--- src/rtl/result_uart_tx_if.sv ---
// Result path bundle between the modular multiplier and the UART transmitter.
// The master side presents a result and its qualifier; the slave side drives the
// serial line and the status flags.
interface result_uart_tx_if #(
    parameter int WIDTH = 256
);
    logic             en_Tx;
    logic [WIDTH-1:0] Q;
    logic             out_valid;
    logic             Tx;
    logic             busy;
    logic             tx_done;
    logic             overrun;

    modport master (
        output en_Tx, Q, out_valid,
        input  Tx, busy, tx_done, overrun
    );

    modport slave (
        input  en_Tx, Q, out_valid,
        output Tx, busy, tx_done, overrun
    );
endinterface

--- src/rtl/result_uart_tx.sv ---
// Captures one WIDTH-bit multiplier result and sends it as NBYTES back-to-back
// UART 8N1 frames. Results offered while a transmission is running are dropped
// and flagged by the sticky overrun bit. All outputs are registered so the
// serial line never glitches while the byte/bit selectors change.
module result_uart_tx #(
    parameter int WIDTH        = 256,
    parameter int CLKS_PER_BIT = 868,
    parameter bit MSB_FIRST    = 1'b0
) (
    input  logic           clock,
    input  logic           reset_n,
    result_uart_tx_if.slave bus
);
    localparam int NBYTES = WIDTH / 8;
    localparam int BYTE_W = (NBYTES > 1) ? $clog2(NBYTES) : 1;
    localparam int BAUD_W = $clog2(CLKS_PER_BIT);
    localparam logic [BYTE_W-1:0] LAST_BYTE = BYTE_W'(NBYTES - 1);
    localparam logic [BAUD_W-1:0] LAST_BAUD = BAUD_W'(CLKS_PER_BIT - 1);

    typedef enum logic [2:0] {
        IDLE,
        START,
        DATA,
        STOP,
        DONE
    } state_t;

    state_t            state_reg, state_next;
    logic [WIDTH-1:0]  shift_buf_reg, shift_buf_next;
    logic [BYTE_W-1:0] byte_cnt_reg, byte_cnt_next;
    logic [2:0]        bit_cnt_reg, bit_cnt_next;
    logic [BAUD_W-1:0] baud_cnt_reg, baud_cnt_next;
    logic              tx_reg, tx_next;
    logic              busy_reg, busy_next;
    logic              done_reg, done_next;
    logic              overrun_reg, overrun_next;
    logic              capture;
    logic              bit_end;
    logic [7:0]        byte_arr [NBYTES];

    // Present the held result as bytes in transmission order, so byte_cnt
    // directly names the frame being sent regardless of MSB_FIRST.
    genvar gi;
    generate
        for (gi = 0; gi < NBYTES; gi++) begin : g_byte
            if (MSB_FIRST) begin : g_msb
                assign byte_arr[gi] = shift_buf_reg[WIDTH-8-8*gi +: 8];
            end else begin : g_lsb
                assign byte_arr[gi] = shift_buf_reg[8*gi +: 8];
            end
        end
    endgenerate

    // State, counters and registered outputs.
    always_ff @(posedge clock or negedge reset_n) begin
        if (!reset_n) begin
            state_reg     <= IDLE;
            shift_buf_reg <= '0;
            byte_cnt_reg  <= '0;
            bit_cnt_reg   <= '0;
            baud_cnt_reg  <= '0;
            tx_reg        <= 1'b1;
            busy_reg      <= 1'b0;
            done_reg      <= 1'b0;
            overrun_reg   <= 1'b0;
        end else begin
            state_reg     <= state_next;
            shift_buf_reg <= shift_buf_next;
            byte_cnt_reg  <= byte_cnt_next;
            bit_cnt_reg   <= bit_cnt_next;
            baud_cnt_reg  <= baud_cnt_next;
            tx_reg        <= tx_next;
            busy_reg      <= busy_next;
            done_reg      <= done_next;
            overrun_reg   <= overrun_next;
        end
    end

    // Next-state sequencing; outputs are derived from the next state so that
    // the registered line level lines up with the state it belongs to.
    always_comb begin
        state_next     = state_reg;
        shift_buf_next = shift_buf_reg;
        byte_cnt_next  = byte_cnt_reg;
        bit_cnt_next   = bit_cnt_reg;
        baud_cnt_next  = baud_cnt_reg;
        capture        = (state_reg == IDLE) && bus.en_Tx && bus.out_valid;
        bit_end        = (baud_cnt_reg == LAST_BAUD);
        // A result offered while busy is lost; remember that it happened.
        overrun_next   = overrun_reg | (busy_reg & bus.en_Tx & bus.out_valid);

        case (state_reg)
            IDLE: begin
                if (capture) begin
                    shift_buf_next = bus.Q;
                    byte_cnt_next  = '0;
                    bit_cnt_next   = '0;
                    baud_cnt_next  = '0;
                    state_next     = START;
                end
            end
            START: begin
                if (bit_end) begin
                    baud_cnt_next = '0;
                    bit_cnt_next  = '0;
                    state_next    = DATA;
                end else begin
                    baud_cnt_next = baud_cnt_reg + 1'b1;
                end
            end
            DATA: begin
                if (bit_end) begin
                    baud_cnt_next = '0;
                    if (bit_cnt_reg == 3'd7) begin
                        state_next = STOP;
                    end else begin
                        bit_cnt_next = bit_cnt_reg + 1'b1;
                    end
                end else begin
                    baud_cnt_next = baud_cnt_reg + 1'b1;
                end
            end
            STOP: begin
                if (bit_end) begin
                    baud_cnt_next = '0;
                    if (byte_cnt_reg == LAST_BYTE) begin
                        state_next = DONE;
                    end else begin
                        byte_cnt_next = byte_cnt_reg + 1'b1;
                        state_next    = START;
                    end
                end else begin
                    baud_cnt_next = baud_cnt_reg + 1'b1;
                end
            end
            DONE: begin
                state_next = IDLE;
            end
            default: begin
                state_next = IDLE;
            end
        endcase

        tx_next = 1'b1;
        case (state_next)
            START:   tx_next = 1'b0;
            DATA:    tx_next = byte_arr[byte_cnt_next][bit_cnt_next];
            default: tx_next = 1'b1;
        endcase
        busy_next = (state_next == START) || (state_next == DATA) || (state_next == STOP);
        done_next = (state_next == DONE);
    end

    assign bus.Tx      = tx_reg;
    assign bus.busy    = busy_reg;
    assign bus.tx_done = done_reg;
    assign bus.overrun = overrun_reg;
endmodule

--- src/flat_wrapper.sv ---
// flat-port wrapper written by rule: the top's interface ports become plain ports
module result_uart_tx_flat 
#(
    parameter int WIDTH        = 256,
    parameter int CLKS_PER_BIT = 868,
    parameter bit MSB_FIRST    = 1'b0
)
  (clock, reset_n, bus_en_Tx, bus_Q, bus_out_valid, bus_Tx, bus_busy, bus_tx_done, bus_overrun);
  result_uart_tx_if #(.WIDTH(WIDTH)) bus_i ();
  input  logic clock;
  input  logic reset_n;
  input wire logic [$bits(bus_i.en_Tx)-1:0] bus_en_Tx;
  input wire logic [$bits(bus_i.Q)-1:0] bus_Q;
  input wire logic [$bits(bus_i.out_valid)-1:0] bus_out_valid;
  output wire logic [$bits(bus_i.Tx)-1:0] bus_Tx;
  output wire logic [$bits(bus_i.busy)-1:0] bus_busy;
  output wire logic [$bits(bus_i.tx_done)-1:0] bus_tx_done;
  output wire logic [$bits(bus_i.overrun)-1:0] bus_overrun;
  assign bus_i.en_Tx = bus_en_Tx;
  assign bus_i.Q = bus_Q;
  assign bus_i.out_valid = bus_out_valid;
  assign bus_Tx = bus_i.Tx;
  assign bus_busy = bus_i.busy;
  assign bus_tx_done = bus_i.tx_done;
  assign bus_overrun = bus_i.overrun;
  result_uart_tx #(.WIDTH(WIDTH), .CLKS_PER_BIT(CLKS_PER_BIT), .MSB_FIRST(MSB_FIRST)) u_core (.clock(clock), .reset_n(reset_n), .bus(bus_i));
endmodule
--- config.mk ---
export PLATFORM = sky130hd
export DESIGN_NAME = result_uart_tx_flat
export DESIGN_NICKNAME = d
export VERILOG_FILES = /design/src/rtl/result_uart_tx_if.sv /design/src/rtl/result_uart_tx.sv /design/src/flat_wrapper.sv
export SDC_FILE = /design/constraint.sdc
export NUM_CORES = 1
export LEC_CHECK = 0
export CORE_MARGIN = 4
export CORE_UTILIZATION = 46
export DETAILED_ROUTE_END_ITERATION = 10
export HOLD_SLACK_MARGIN = 0.02
export PLACE_DENSITY_LB_ADDON = 0.05
export SYNTH_ARGS = -nofsm -noshare
export SYNTH_HDL_FRONTEND = slang
export SYNTH_SLANG_ARGS = --single-unit
--- constraint.sdc ---
create_clock -name clock -period 3.61 [get_ports clock]
set_input_delay 0.722 -clock clock [delete_from_list [all_inputs] [get_ports clock]]
set_output_delay 0.722 -clock clock [all_outputs]
set_load 0.1 [all_outputs]
After elaboration in Yosys (flattened, before gate mapping)
Cells that the tools add are included.
Cells by class
  multiplexer cells: 25
  shift operators: 0
  eq/ne operators: 11
  div/mod/pow operators: 0
  multipliers: 0
  add/subtract/negate cells: 3
  order comparisons: 2
  bitwise gates (word level): 4
  reductions and logical operators: 9
Operators by type and width (count)
  8-bit binary-select mux with 5-bit select: 1
  3-bit 2-to-1 mux: 10
  10-bit 2-to-1 mux: 2
  10-bit one-hot mux with 2 select lines: 1
  8-bit 2-to-1 mux: 2
  5-bit 2-to-1 mux: 3
  3-bit by 2-bit == test with 1-bit output, second input constant: 4
  3-bit one-hot mux with 4 select lines: 1
  10-bit by 1-bit adder with 10-bit output, second input constant: 1
  10-bit == test, second input constant: 1
  5-bit one-hot mux with 2 select lines: 1
  3-bit one-hot mux with 3 select lines: 1
  3-bit by 1-bit == test with 1-bit output, second input constant: 2
  3-bit == test, second input constant: 2
  6-bit >= comparator, second input constant: 1
  5-bit inverter with 6-bit output: 1
  5-bit by 1-bit adder with 5-bit output, second input constant: 1
  5-bit == test, second input constant: 1
  3-bit by 4-bit < comparator with 1-bit output, second input constant: 1
  2-bit AND reduction: 2
  3-bit by 1-bit adder with 3-bit output, second input constant: 1
  1-bit binary-select mux with 3-bit select: 1
  3-bit zero test: 1
  3-bit OR reduction: 1
  8 further kinds: 11
Word-level totals
  output and inout port bits: 4
  input bits: 260
  memory bits (writable): 0
  ROM bits: 0
  latch bits: 0
  logic and storage cells: 63
  flip-flop bits (word level): 281
  memories: 0

Logic depth before layout (Yosys ltp)
Gate-level depths: netlist of the first run.
  word-level depth: 12
  mapped depth: 16
  gate-level depth less buffers: 13

Worst setup path before layout of the first run
OpenSTA, ideal clock, no wires.
  path kind: register to register
  start: register u_core.baud_cnt_reg[0]
  end: register u_core.tx_reg (netlist: u_core.bus.Tx)
  setup slack: 607 ps
  buffers on the path: 1
  data arrival time: 2915 ps
  stages on the path, launching flop included: 13
  clock period less this slack: 3003 ps
  cell sequence: dfrtp_1 -> ha_1 -> or3b_1 -> or4_1 -> o311ai_1 -> nand2b_1 -> buf_4 -> a31oi_1 -> a22o_1 -> a31oi_1 -> and4b_1 -> nor4_1 -> or3_1
Between the ends
  word-level cells in the longest chain between the ends: 10
  elaborated cells between the ends (all ways): 19
RTL lines
  start: declaration: line result_uart_tx.sv:32  | logic [BAUD_W-1:0] baud_cnt_reg, baud_cnt_next;
  start signal: assignment: line result_uart_tx.sv:71  | baud_cnt_reg <= baud_cnt_next;
  10-bit == test *: line result_uart_tx.sv:88  | bit_end = (baud_cnt_reg == LAST_BAUD);
  5-bit 2-to-1 mux: line result_uart_tx.sv:124  | if (bit_end) begin
  5-bit one-hot mux with 2 select lines: line result_uart_tx.sv:92  | case (state_reg)
  5-bit inverter with 6-bit output (not written as such): line result_uart_tx.sv:147  | DATA: tx_next = byte_arr[byte_cnt_next][bit_cnt_next];
  8-bit binary-select mux with 5-bit select: line result_uart_tx.sv:147
  8-bit 2-to-1 mux (not written as such) (2 in a row): line result_uart_tx.sv:147
  1-bit binary-select mux with 3-bit select: line result_uart_tx.sv:147
  1-bit 2-to-1 mux (not written as such): line result_uart_tx.sv:147
  1-bit one-hot mux with 2 select lines *: line result_uart_tx.sv:145  | case (state_next)
  named net u_core.tx_next: line result_uart_tx.sv:33  | logic tx_reg, tx_next;
  end signal: assignment: line result_uart_tx.sv:72  | tx_reg <= tx_next;
  end: declaration: line result_uart_tx.sv:33
Mark *: on every way through the listed nets, which the timed path passes. The rest lies on a longest branch. The select of a mux whose other input is x is not followed.
A chain may end at the register's enable or synchronous reset.

Worst setup path in the final report of the first run
Same ends and word-level chain as after synthesis.

==> flow_metrics.env, run 1 <==
export IMPL_status="finished, final reports clean"
export IMPL_hp_class="in2async"
export IMPL_cts_root_buf="clkbuf_16"
export IMPL_synthCells=1708
export IMPL_power_leakage_nw=9.18
export IMPL_netlist_area_um2=13600
export IMPL_area_growth_pct=34.3
export IMPL_maxSlewHeadroom_pct=12.9
export IMPL_clk_latency_ps=550
export IMPL_yosys_area_top_type="dfrtp_1"
export IMPL_hpwlAfterDp_um=31800
export IMPL_criticalPathCategory="reg2reg"
export IMPL_finalWirelength_um=43500
export IMPL_postSynthAreaPerCell_um2=7.97
export IMPL_cp_data_required_time_ps=4110
export IMPL_cp_cell_sequence="ha_1 > or3b_1 > or4_4 > a22oi_2 > o311ai_4 > nand2b_1 > buf_4 > a31oi_2 > buf_4 > a22o_1 > a31oi_1 > and4b_1 > nor4_1 > or3_1"
export IMPL_core_area_um2=28900
export IMPL_cap_violations=0
export IMPL_grt_start_max_net_pins=258
export IMPL_synth_edff_count=0
export IMPL_largest_register_ffs=256
export IMPL_hold_violations=0
export IMPL_fp_dieW_um=180
export IMPL_power_density_nw_per_um2=389
export IMPL_drt_iter0_drc=1105
export IMPL_rows=62
export IMPL_synth_seq_cells=281
export IMPL_gp_congestion=0.940
export IMPL_grt_overflow_total=0
export IMPL_crit_slowest_cell="or4_4"
export IMPL_crit_buf_inv=2
export IMPL_synth_top_area_share_pct=51.5
export IMPL_clkTransAtPathRegs_ps=60
export IMPL_setup_viol=0
export IMPL_max_freq_mhz=288
export IMPL_synth_area_leaders="dfrtp_1 51%, nand2_1 26%, nand3_1 2.3%, clkbuf_1 1.8%, and3_1 1.5%"
export IMPL_start_kind="register"
export IMPL_grt_pass1_wl_um=69200
export IMPL_antenna_found_initial=1
export IMPL_grt_util_met3_pct=4.64
export IMPL_finalPower_w=0.00711
export IMPL_layout_drive_gt1_share_pct=9.64
export IMPL_cts_buffers=30
export IMPL_cp_common_cell="buf_4"
export IMPL_skew_ps=11.3
export IMPL_rsz0062_at_grt="false"
export IMPL_cp_max_fo=5
export IMPL_path_delay_family="simple AND/OR/NAND/NOR gates"
export IMPL_io_pin_count=264
export IMPL_crit_arrival_ps=3970
export IMPL_start_util_pct=47.1
export IMPL_wl_per_cell_um=18.1
export IMPL_drt_vias_per_instance=5.31
export IMPL_drv_slew=0
export IMPL_ys_dominant_reg_cell="dfrtp_1"
export IMPL_vias=12800
export IMPL_finish_utilization_pct=63.2
export IMPL_tightest_slew_ps=1310
export IMPL_post_dp_cell_area_um2=17200
export IMPL_fin_area_um2=18300
export IMPL_ys_types=74
export IMPL_grt_pass1_vias=12700
export IMPL_die_height_um=180
export IMPL_cts_sinks=281
export IMPL_syn_num_nets=1971
export IMPL_ir_worst_vdd_mv=0.336
export IMPL_finalCriticalPeriod_ps=3470
export IMPL_drc=0
export IMPL_met1_usage_pct=36.8
export IMPL_dpl_cell_count=2351
export IMPL_fin_cells=2408
export IMPL_port_buffers=263
export IMPL_postRouteAntennaNets=0
export IMPL_htree_levels=1
export IMPL_grt_usage_pct=26.1
export IMPL_busiest_layer="met2"
export IMPL_slowest_delay_ps=550
export IMPL_yosys_warnings=0
export IMPL_final_net_count=2263
export IMPL_endpoint_kind="register"
export IMPL_globalRouteMet2Util_pct=41.3
export IMPL_ys_async_sr_fraction_pct=100
export IMPL_cts_tree="built"
export IMPL_die_area_um2=32400
export IMPL_cts_buffer_depth=3
export IMPL_ys_seq_area_share_pct=51.6
export IMPL_finalCritPeriodShare_pct=96.1
export IMPL_firstDrtPassIters=5
## metal layers
metal  wire (um)  part of all wire [%]
met1       19400                    45
met2       20000                    46
met3        2750                   6.3
met4        1410                   3.2
met5           0                     0
## area by class of cell
| cell class | count | area (um^2) |
|---|---|---|
| fill | 2577 | 10700 |
| clock inverter | 9 | 150 |
| tap | 384 | 480 |
| sequential | 281 | 7030 |
| multi-input combinational | 1311 | 6110 |
| timing repair buffer | 368 | 3570 |
| inverter | 8 | 31.3 |
| clock buffer | 46 | 902 |
| antenna | 1 | 2.50 |
## logic make-up after synthesis
| group | Yosys count | synth area share (%) |
|---|---|---|
| AOI/OAI and AO/OA | 170 | 9.26 |
| xor gates and xnor gates | 3 | 0.193 |
| adders and majority gates | 3 | 0.276 |
| buffers and inverters | 116 | 3.97 |
| DFF | 281 | 51.6 |
| muxes | 14 | 1.03 |
| and+or+nand+nor | 1121 | 33.6 |
## final timing paths
path	start	depth (start not counted)	endpoint	slack [ps]
min reg2reg	u_core.shift_buf_reg[218]$_DFFE_PN0P_	2	u_core.shift_buf_reg[218]$_DFFE_PN0P_	470
min in group clock	u_core.shift_buf_reg[218]$_DFFE_PN0P_	2	u_core.shift_buf_reg[218]$_DFFE_PN0P_	470
max	u_core.baud_cnt_reg[0]$_DFFE_PN0P_	14	u_core.bus.Tx$_DFF_PN1_	140
min	reset_n	1	u_core.shift_buf_reg[167]$_DFFE_PN0P_	170
max in group asynchronous	reset_n	2	u_core.shift_buf_reg[125]$_DFFE_PN0P_	2490
max reg2reg	u_core.baud_cnt_reg[0]$_DFFE_PN0P_	14	u_core.bus.Tx$_DFF_PN1_	140
## timing repair
item,4_1_cts,5_1_grt
setup buffers,0,1
pin swaps,0,1
hold buffers,0,0
gates resized for setup,1,12
endpoints found under the setup margin,1,1
hold endpoints to repair,0,0
## per-stage QoR
step | setup TNS [ps] | hold WS (ps) | setup WS [ps]
2_1_floorplan | 0 | 426 | 607
3_3_place_gp | -335 | 453 | -335
3_5_place_dp | -333 | 456 | -333
4_1_cts | 0 | 194 | 5.73
5_1_grt | 0 | 217 | 10.2
6_report | 0 | 173 | 141
## placed cells by master (no fill, tap or decap), types with 6 or more instances in the layout
master,count
o22ai_1,6
a22o_1,6
a22oi_1,7
dfrtp_1,280
nand3_1,62
mux2i_1,14
clkbuf_16,31
a31oi_1,30
buf_4,95
inv_1,6
buf_12,12
clkbuf_1,8
a222oi_1,6
o21ai_0,25
nand2_1,954
a21oi_1,12
nand2b_1,7
clkdlybuf4s50_1,259
and3_1,33
a311oi_1,8
a211oi_1,25
nor2_1,26
clkbuf_8,7
## synth_stat cells (7+ instances only)
master and n:
a211oi_1 26, a21oi_1 12, a22oi_1 7, a311oi_1 8, a31oi_1 32, and3_1 33
buf_2 24, buf_6 7, clkbuf_1 67, dfrtp_1 280, mux2i_1 14, nand2_1 954
nand2b_1 7, nand3_1 63, nor2_1 27, o21ai_0 25
## power breakdown
part	leakage (nW)	internal, W	switching (W)
Combinational	4.92	0.000320	0.000193
Clock	0.510	0.00200	0.00126
Sequential	3.75	0.00326	0.0000783
Total	9.18	0.00558	0.00153
Note: power is estimated with default switching activity, not from simulation.
==> inputs of run 2 (changes only) <==
--- a/config.mk
+++ b/config.mk
@@ -10,6 +10,8 @@
 export DETAILED_ROUTE_END_ITERATION = 10
 export HOLD_SLACK_MARGIN = 0.02
 export PLACE_DENSITY_LB_ADDON = 0.05
+export RECOVER_POWER = 25
+export SLEW_MARGIN = 20
 export SYNTH_ARGS = -nofsm -noshare
 export SYNTH_HDL_FRONTEND = slang
 export SYNTH_SLANG_ARGS = --single-unit
==> run 2 against run 1 <==
Effect of this change:
- the flow now finishes with violations (max-capacitance violations, max-slew violations)
- clock skew is 2.8 ps higher
- sequential share of layout area is essentially flat
- critical path depth down 1
- core utilization shrank 0.078 points
- routed wire length about the same
- fmax increased by 0.13%
- hold slack improved by 300 ps
- combinational power barely moved
- highest routed layer unchanged
==> flow_metrics.env, run 2 (synthesis gave the netlist of run 1 again) <==
export IMPL_pre_cts_ws_ps=-333
export IMPL_skew_ps=14.1
export IMPL_cts_tree="built"
export IMPL_clk_latency_ps=560
export IMPL_finalWirelength_um=43500
export IMPL_postRouteAntennaNets=0
export IMPL_final_cell_mix="954 x nand2_1, 280 x dfrtp_1, 259 x clkdlybuf4s50_1, 95 x buf_4, 62 x nand3_1"
export IMPL_power_leakage_nw=9.17
export IMPL_gp_congestion=0.940
export IMPL_grt_start_max_net_pins=258
export IMPL_pwr_share_seq_pct=47.0
export IMPL_firstDrtPassIters=5
export IMPL_r2r_start="u_core.baud_cnt_reg[0]$_DFFE_PN0P_"
export IMPL_nFillCells=2580
export IMPL_min_from="u_core.shift_buf_reg[76]$_DFFE_PN0P_"
export IMPL_endpoint_kind="register"
export IMPL_antenna_found_initial=1
export IMPL_hold_violations=0
export IMPL_die_height_um=180
export IMPL_grt_pass1_vias=12700
export IMPL_layout_drive_gt1_share_pct=9.64
export IMPL_wl_per_cell_um=18.1
export IMPL_cts_buffer_depth=3
export IMPL_status="complete, but fails checks"
export IMPL_largest_register_ffs=256
export IMPL_rrSetupSlack_ps=150
export IMPL_whs_endpoint="u_core.shift_buf_reg[76]$_DFFE_PN0P_"
export IMPL_area_growth_pct=34.1
export IMPL_vias=12800
export IMPL_port_buffers=263
export IMPL_drt_vias_per_instance=5.31
export IMPL_cts_buffers=30
export IMPL_intPower_w=0.00557
export IMPL_grt_usage_pct=26.1
export IMPL_power_density_nw_per_um2=389
export IMPL_maxSlewHeadroom_pct=-48.6
export IMPL_drt_iter0_drc=1131
export IMPL_hold_depth=2
export IMPL_comb_power_share_pct=7.2
export IMPL_finalPower_w=0.00711
export IMPL_final_common_cell="nand2_1"
export IMPL_p_sw_w=0.00153
export IMPL_drc=0
export IMPL_io_pin_count=264
export IMPL_final_net_count=2263
export IMPL_ir_worst_vdd_mv=0.337
export IMPL_start_kind="register"
export IMPL_grt_overflow_total=0
export IMPL_hold_buffers=0
export IMPL_clkTransAtPathRegs_ps=60
export IMPL_htree_levels=1
export IMPL_cp_data_required_time_ps=4080
export IMPL_max_freq_mhz=289
export IMPL_cts_sinks=281
export IMPL_crit_arrival_ps=3940
export IMPL_grt_pass1_wl_um=69200
export IMPL_finalCritPeriodShare_pct=96.0
export IMPL_cts_root_buf="clkbuf_16"
export IMPL_finalCriticalPeriod_ps=3460
export IMPL_drv_slew=86
export IMPL_start_util_pct=47.1
export IMPL_cap_violations=1
export IMPL_rsz0062_at_grt="false"
export IMPL_setup_ws_ps=146
export IMPL_hpwlAfterDp_um=31800
export IMPL_clockPowerShare_pct=45.8
export IMPL_criticalPathCategory="reg2reg"
export IMPL_setup_viol=0
export IMPL_tightest_slew_ps=2230
export IMPL_fin_setup_tns_ps=0
export IMPL_cp_max_fo=5
export IMPL_rows=62
export IMPL_failed_checks="max-capacitance violations, max-slew violations"
export IMPL_timing_rr_end="u_core.bus.Tx$_DFF_PN1_"
export IMPL_hp_class="reg2reg"
export IMPL_ff2ff_path_depth=13
export IMPL_netSwitchingFraction_pct=21.6
export IMPL_fp_dieW_um=180
export IMPL_core_area_um2=28900
export IMPL_die_area_um2=32400
[run 2: cell types whose count changed in the layout (fill, tap and decap cells not counted), sizes merged]
cell and change:
buf -2, clkbuf +2
[run 2: worst max-delay path by stage]
stage,startpoint,end,cells after the start
final,u_core.baud_cnt_reg[0]$_DFFE_PN0P_,u_core.bus.Tx$_DFF_PN1_,13
after detailed placement,bus_en_Tx,u_core.bus.Tx$_DFF_PN1_,16
after CTS,u_core.baud_cnt_reg[0]$_DFFE_PN0P_,u_core.bus.Tx$_DFF_PN1_,15
after global placement,bus_out_valid,u_core.bus.Tx$_DFF_PN1_,16
after global routing,u_core.baud_cnt_reg[0]$_DFFE_PN0P_,u_core.bus.Tx$_DFF_PN1_,14
after floorplan,u_core.baud_cnt_reg[0]$_DFFE_PN0P_,u_core.bus.Tx$_DFF_PN1_,12
[run 2: cell type report]
cell class	count	area (um^2)	area share, %
diodes	1	2.50	0.0137
clock buffers	46	902	4.94
clock inverters	9	150	0.822
inverters	8	31.3	0.171
multi-input cells	1311	6110	33.5
flip-flops and latches	281	7030	38.5
well taps	384	480	2.63
repair buffers	368	3550	19.4
[run 2: per-stage QoR]
stage                     util [%]  std cells  area (um^2)  hold WS [ps]
after floorplan                  -       1708        13600           426
after global placement        59.3       2351        17200           453
after detailed placement      59.3       2351        17200           456
after CTS                     63.0       2406        18200           194
after global routing          63.1       2408        18300           495
final                         63.1       2408        18300           472
[run 2: power by group through the flow]
stage	Sequential (W)	Combinational (W)	Clock, W
finish	0.00334	0.000510	0.00326
global route	0.00335	0.000566	0.00345
CTS	0.00334	0.000521	0.00331
detailed placement	0.00339	0.000516	0
global placement	0.00339	0.000506	0
floorplan	0.00336	0.000122	0
[run 2: timing repair]
item	4_1_cts	5_1_grt
pin swaps	0	1
setup buffers	0	1
gates resized for setup	1	12
endpoints found under the setup margin	1	1
[run 2: per-layer routing]
| metal | track usage [%] | vias to the layer above | wire length [um] |
|---|---|---|---|
| li1 | - | 6151 | - |
| met3 | 4.64 | 80 | 2930 |
| met1 | 36.8 | 6061 | 19200 |
| met2 | 41.3 | 490 | 20000 |
| met5 | 0.148 | - | 0 |
| met4 | 8.53 | 0 | 1380 |
[run 2: critical path, cell delays in order (launching register included)]
cell      delay, ps
dfrtp_1         350
ha_1            190
or3b_1          420
or4_4           550
o311ai_4        300
nand2b_1        160
buf_4           150
a31oi_2          60
buf_4           150
a22o_1          190
a31oi_1         210
and4b_1         230
nor4_1           50
or3_1           370
==> inputs of run 3 (changes only) <==
--- a/config.mk
+++ b/config.mk
@@ -9,6 +9,7 @@
 export CORE_UTILIZATION = 46
 export DETAILED_ROUTE_END_ITERATION = 10
 export HOLD_SLACK_MARGIN = 0.02
+export MAX_ROUTING_LAYER = met4
 export PLACE_DENSITY_LB_ADDON = 0.05
 export RECOVER_POWER = 25
 export SLEW_MARGIN = 20
==> run 3 against run 2 <==
Effect of this change:
- the run still ends with max-capacitance violations, max-slew violations left
- global-route usage up 0.88 points
- clock power about the same
- largest cell class unchanged
- cell area about the same
- critical path depth up 3
- fmax is 0.90% lower
- worst setup slack got worse by 31 ps
- sequential share of layout area about the same
- highest routed layer unchanged
==> flow_metrics.env, run 3 (synthesis gave the netlist of run 1 again) <==
export IMPL_status="complete, but fails checks"
export IMPL_failed_checks="max-capacitance violations, max-slew violations"
export IMPL_post_dp_cell_area_um2=17100
export IMPL_crit_slowest_cell="or3_1"
export IMPL_grt_start_max_net_pins=258
export IMPL_tightest_slew_ps=1700
export IMPL_cap_violations=2
export IMPL_path_delay_family="simple AND/OR/NAND/NOR gates"
export IMPL_slowest_delay_ps=370
export IMPL_finalCritPeriodShare_pct=96.8
export IMPL_finalWirelength_um=44000
export IMPL_die_area_um2=32400
export IMPL_hp_class="reg2reg"
export IMPL_io_pin_count=264
export IMPL_cp_common_cell="buf_4"
export IMPL_postRouteAntennaNets=0
export IMPL_cp_data_required_time_ps=4080
export IMPL_grt_overflow_total=0
export IMPL_final_net_count=2262
export IMPL_setup_viol=0
export IMPL_hpwlAfterDp_um=31600
export IMPL_wl_per_cell_um=18.3
export IMPL_layout_drive_gt1_share_pct=9.66
export IMPL_final_cell_mix="954 x nand2_1, 280 x dfrtp_1, 259 x clkdlybuf4s50_1, 92 x buf_4, 62 x nand3_1"
export IMPL_rows=62
export IMPL_core_area_um2=28900
export IMPL_start_util_pct=47.1
export IMPL_final_common_cell="nand2_1"
export IMPL_grt_util_met3_pct=3.43
export IMPL_gp_congestion=0.959
export IMPL_cp_max_fo=10
export IMPL_antenna_found_initial=0
export IMPL_drt_vias_per_instance=5.31
export IMPL_port_buffers=263
export IMPL_cts_buffers=31
export IMPL_cts_buffer_depth=3
export IMPL_clk_latency_ps=560
export IMPL_globalRouteMet2Util_pct=42.6
export IMPL_grt_pass1_wl_um=69400
export IMPL_firstDrtPassIters=7
export IMPL_cts_sinks=281
export IMPL_largest_register_ffs=256
export IMPL_cts_tree="built"
export IMPL_fin_area_um2=18300
export IMPL_max_freq_mhz=286
export IMPL_drc=0
export IMPL_endpoint_kind="register"
export IMPL_drt_iter0_drc=1247
export IMPL_finalPower_w=0.00709
export IMPL_clkTransAtPathRegs_ps=60
export IMPL_die_height_um=180
export IMPL_ir_worst_vdd_mv=0.354
export IMPL_maxSlewHeadroom_pct=-13.1
export IMPL_area_growth_pct=34.1
export IMPL_hold_violations=0
export IMPL_power_leakage_nw=9.18
export IMPL_start_kind="register"
export IMPL_crit_arrival_ps=3960
export IMPL_htree_levels=1
export IMPL_cts_root_buf="clkbuf_16"
export IMPL_skew_ps=12.5
export IMPL_grt_usage_pct=27.0
export IMPL_hold_buffers=0
export IMPL_fp_dieW_um=180
export IMPL_cp_cell_sequence="ha_1 > buf_4 > nor3b_4 > and4_4 > o211ai_4 > nand2_4 > clkinv_2 > buf_4 > buf_4 > nand2_1 > a32oi_1 > a22o_1 > a31oi_1 > and4b_1 > nor4_2 > or3_1"
export IMPL_met1_usage_pct=37.7
export IMPL_criticalPathCategory="reg2reg"
export IMPL_vias=12800
export IMPL_diodes=0
export IMPL_power_density_nw_per_um2=388
export IMPL_crit_buf_inv=4
export IMPL_grt_pass1_vias=12700
export IMPL_drv_slew=64
export IMPL_finalCriticalPeriod_ps=3500
export IMPL_busiest_layer="met2"
[run 3: timing repair]
action,in CTS,in global routing
buffers inserted,0,4
resized for setup,6,12
pin swaps,0,9
setup endpoints to repair,1,1
[run 3: path summary, 6_finish.rpt]
kind                                                          from                                    end  slack, ps  cells past startpoint
worst min register to register        u_core.bus.overrun$_DFF_PN0_           u_core.bus.overrun$_DFF_PN0_        470                      1
max in group asynchronous                                  reset_n  u_core.shift_buf_reg[113]$_DFFE_PN0P_        740                      2
worst max register to register  u_core.baud_cnt_reg[0]$_DFFE_PN0P_                u_core.bus.Tx$_DFF_PN1_        110                     16
worst min-delay path                  u_core.bus.overrun$_DFF_PN0_           u_core.bus.overrun$_DFF_PN0_        470                      1
min in group asynchronous                                  reset_n  u_core.shift_buf_reg[163]$_DFFE_PN0P_        580                      1
worst max-delay path            u_core.baud_cnt_reg[0]$_DFFE_PN0P_                u_core.bus.Tx$_DFF_PN1_        110                     16
[run 3: per-stage QoR]
stage	setup TNS [ps]	cells	utilization [%]	hold WS [ps]	setup WS, ps
3_3_place_gp	-383	2345	59.1	450	-383
6_report	0	2403	63.1	469	114
2_1_floorplan	0	1708	-	426	607
3_5_place_dp	-364	2345	59.1	461	-364
4_1_cts	0	2398	62.8	112	35.3
5_1_grt	-31.7	2403	63.1	493	-31.7
[run 3: routing by layer]
layer / routed length (um) / vias up
met5: 0 / -
li1: - / 6138
met3: 2450 / 77
met2: 20600 / 440
met4: 1210 / 0
met1: 19800 / 6115
[run 3: cell type report]
| type | count | area (um^2) |
|---|---|---|
| Fill cell | 2574 | 10700 |
| Sequential cell | 281 | 7030 |
| Multi-Input combinational cell | 1311 | 6140 |
| Timing Repair Buffer | 366 | 3540 |
| Clock buffer | 44 | 885 |
| Tap cell | 384 | 480 |
| Clock inverter | 9 | 151 |
| Inverter | 8 | 31.3 |
[run 3: worst register-to-register path, stage by stage, from the launching register on]
cell	delay [ps]
dfrtp_1	350
ha_1	170
buf_4	130
nor3b_4	270
and4_4	340
o211ai_4	120
nand2_4	170
clkinv_2	160
buf_4	210
buf_4	150
nand2_1	60
a32oi_1	90
a22o_1	280
a31oi_1	220
and4b_1	250
nor4_2	60
or3_1	370
[run 3: where the power goes]
part	internal, W	total (W)	switching [W]
combinational	0.000317	0.000509	0.000192
sequential	0.00326	0.00334	0.0000802
clock	0.00197	0.00324	0.00127
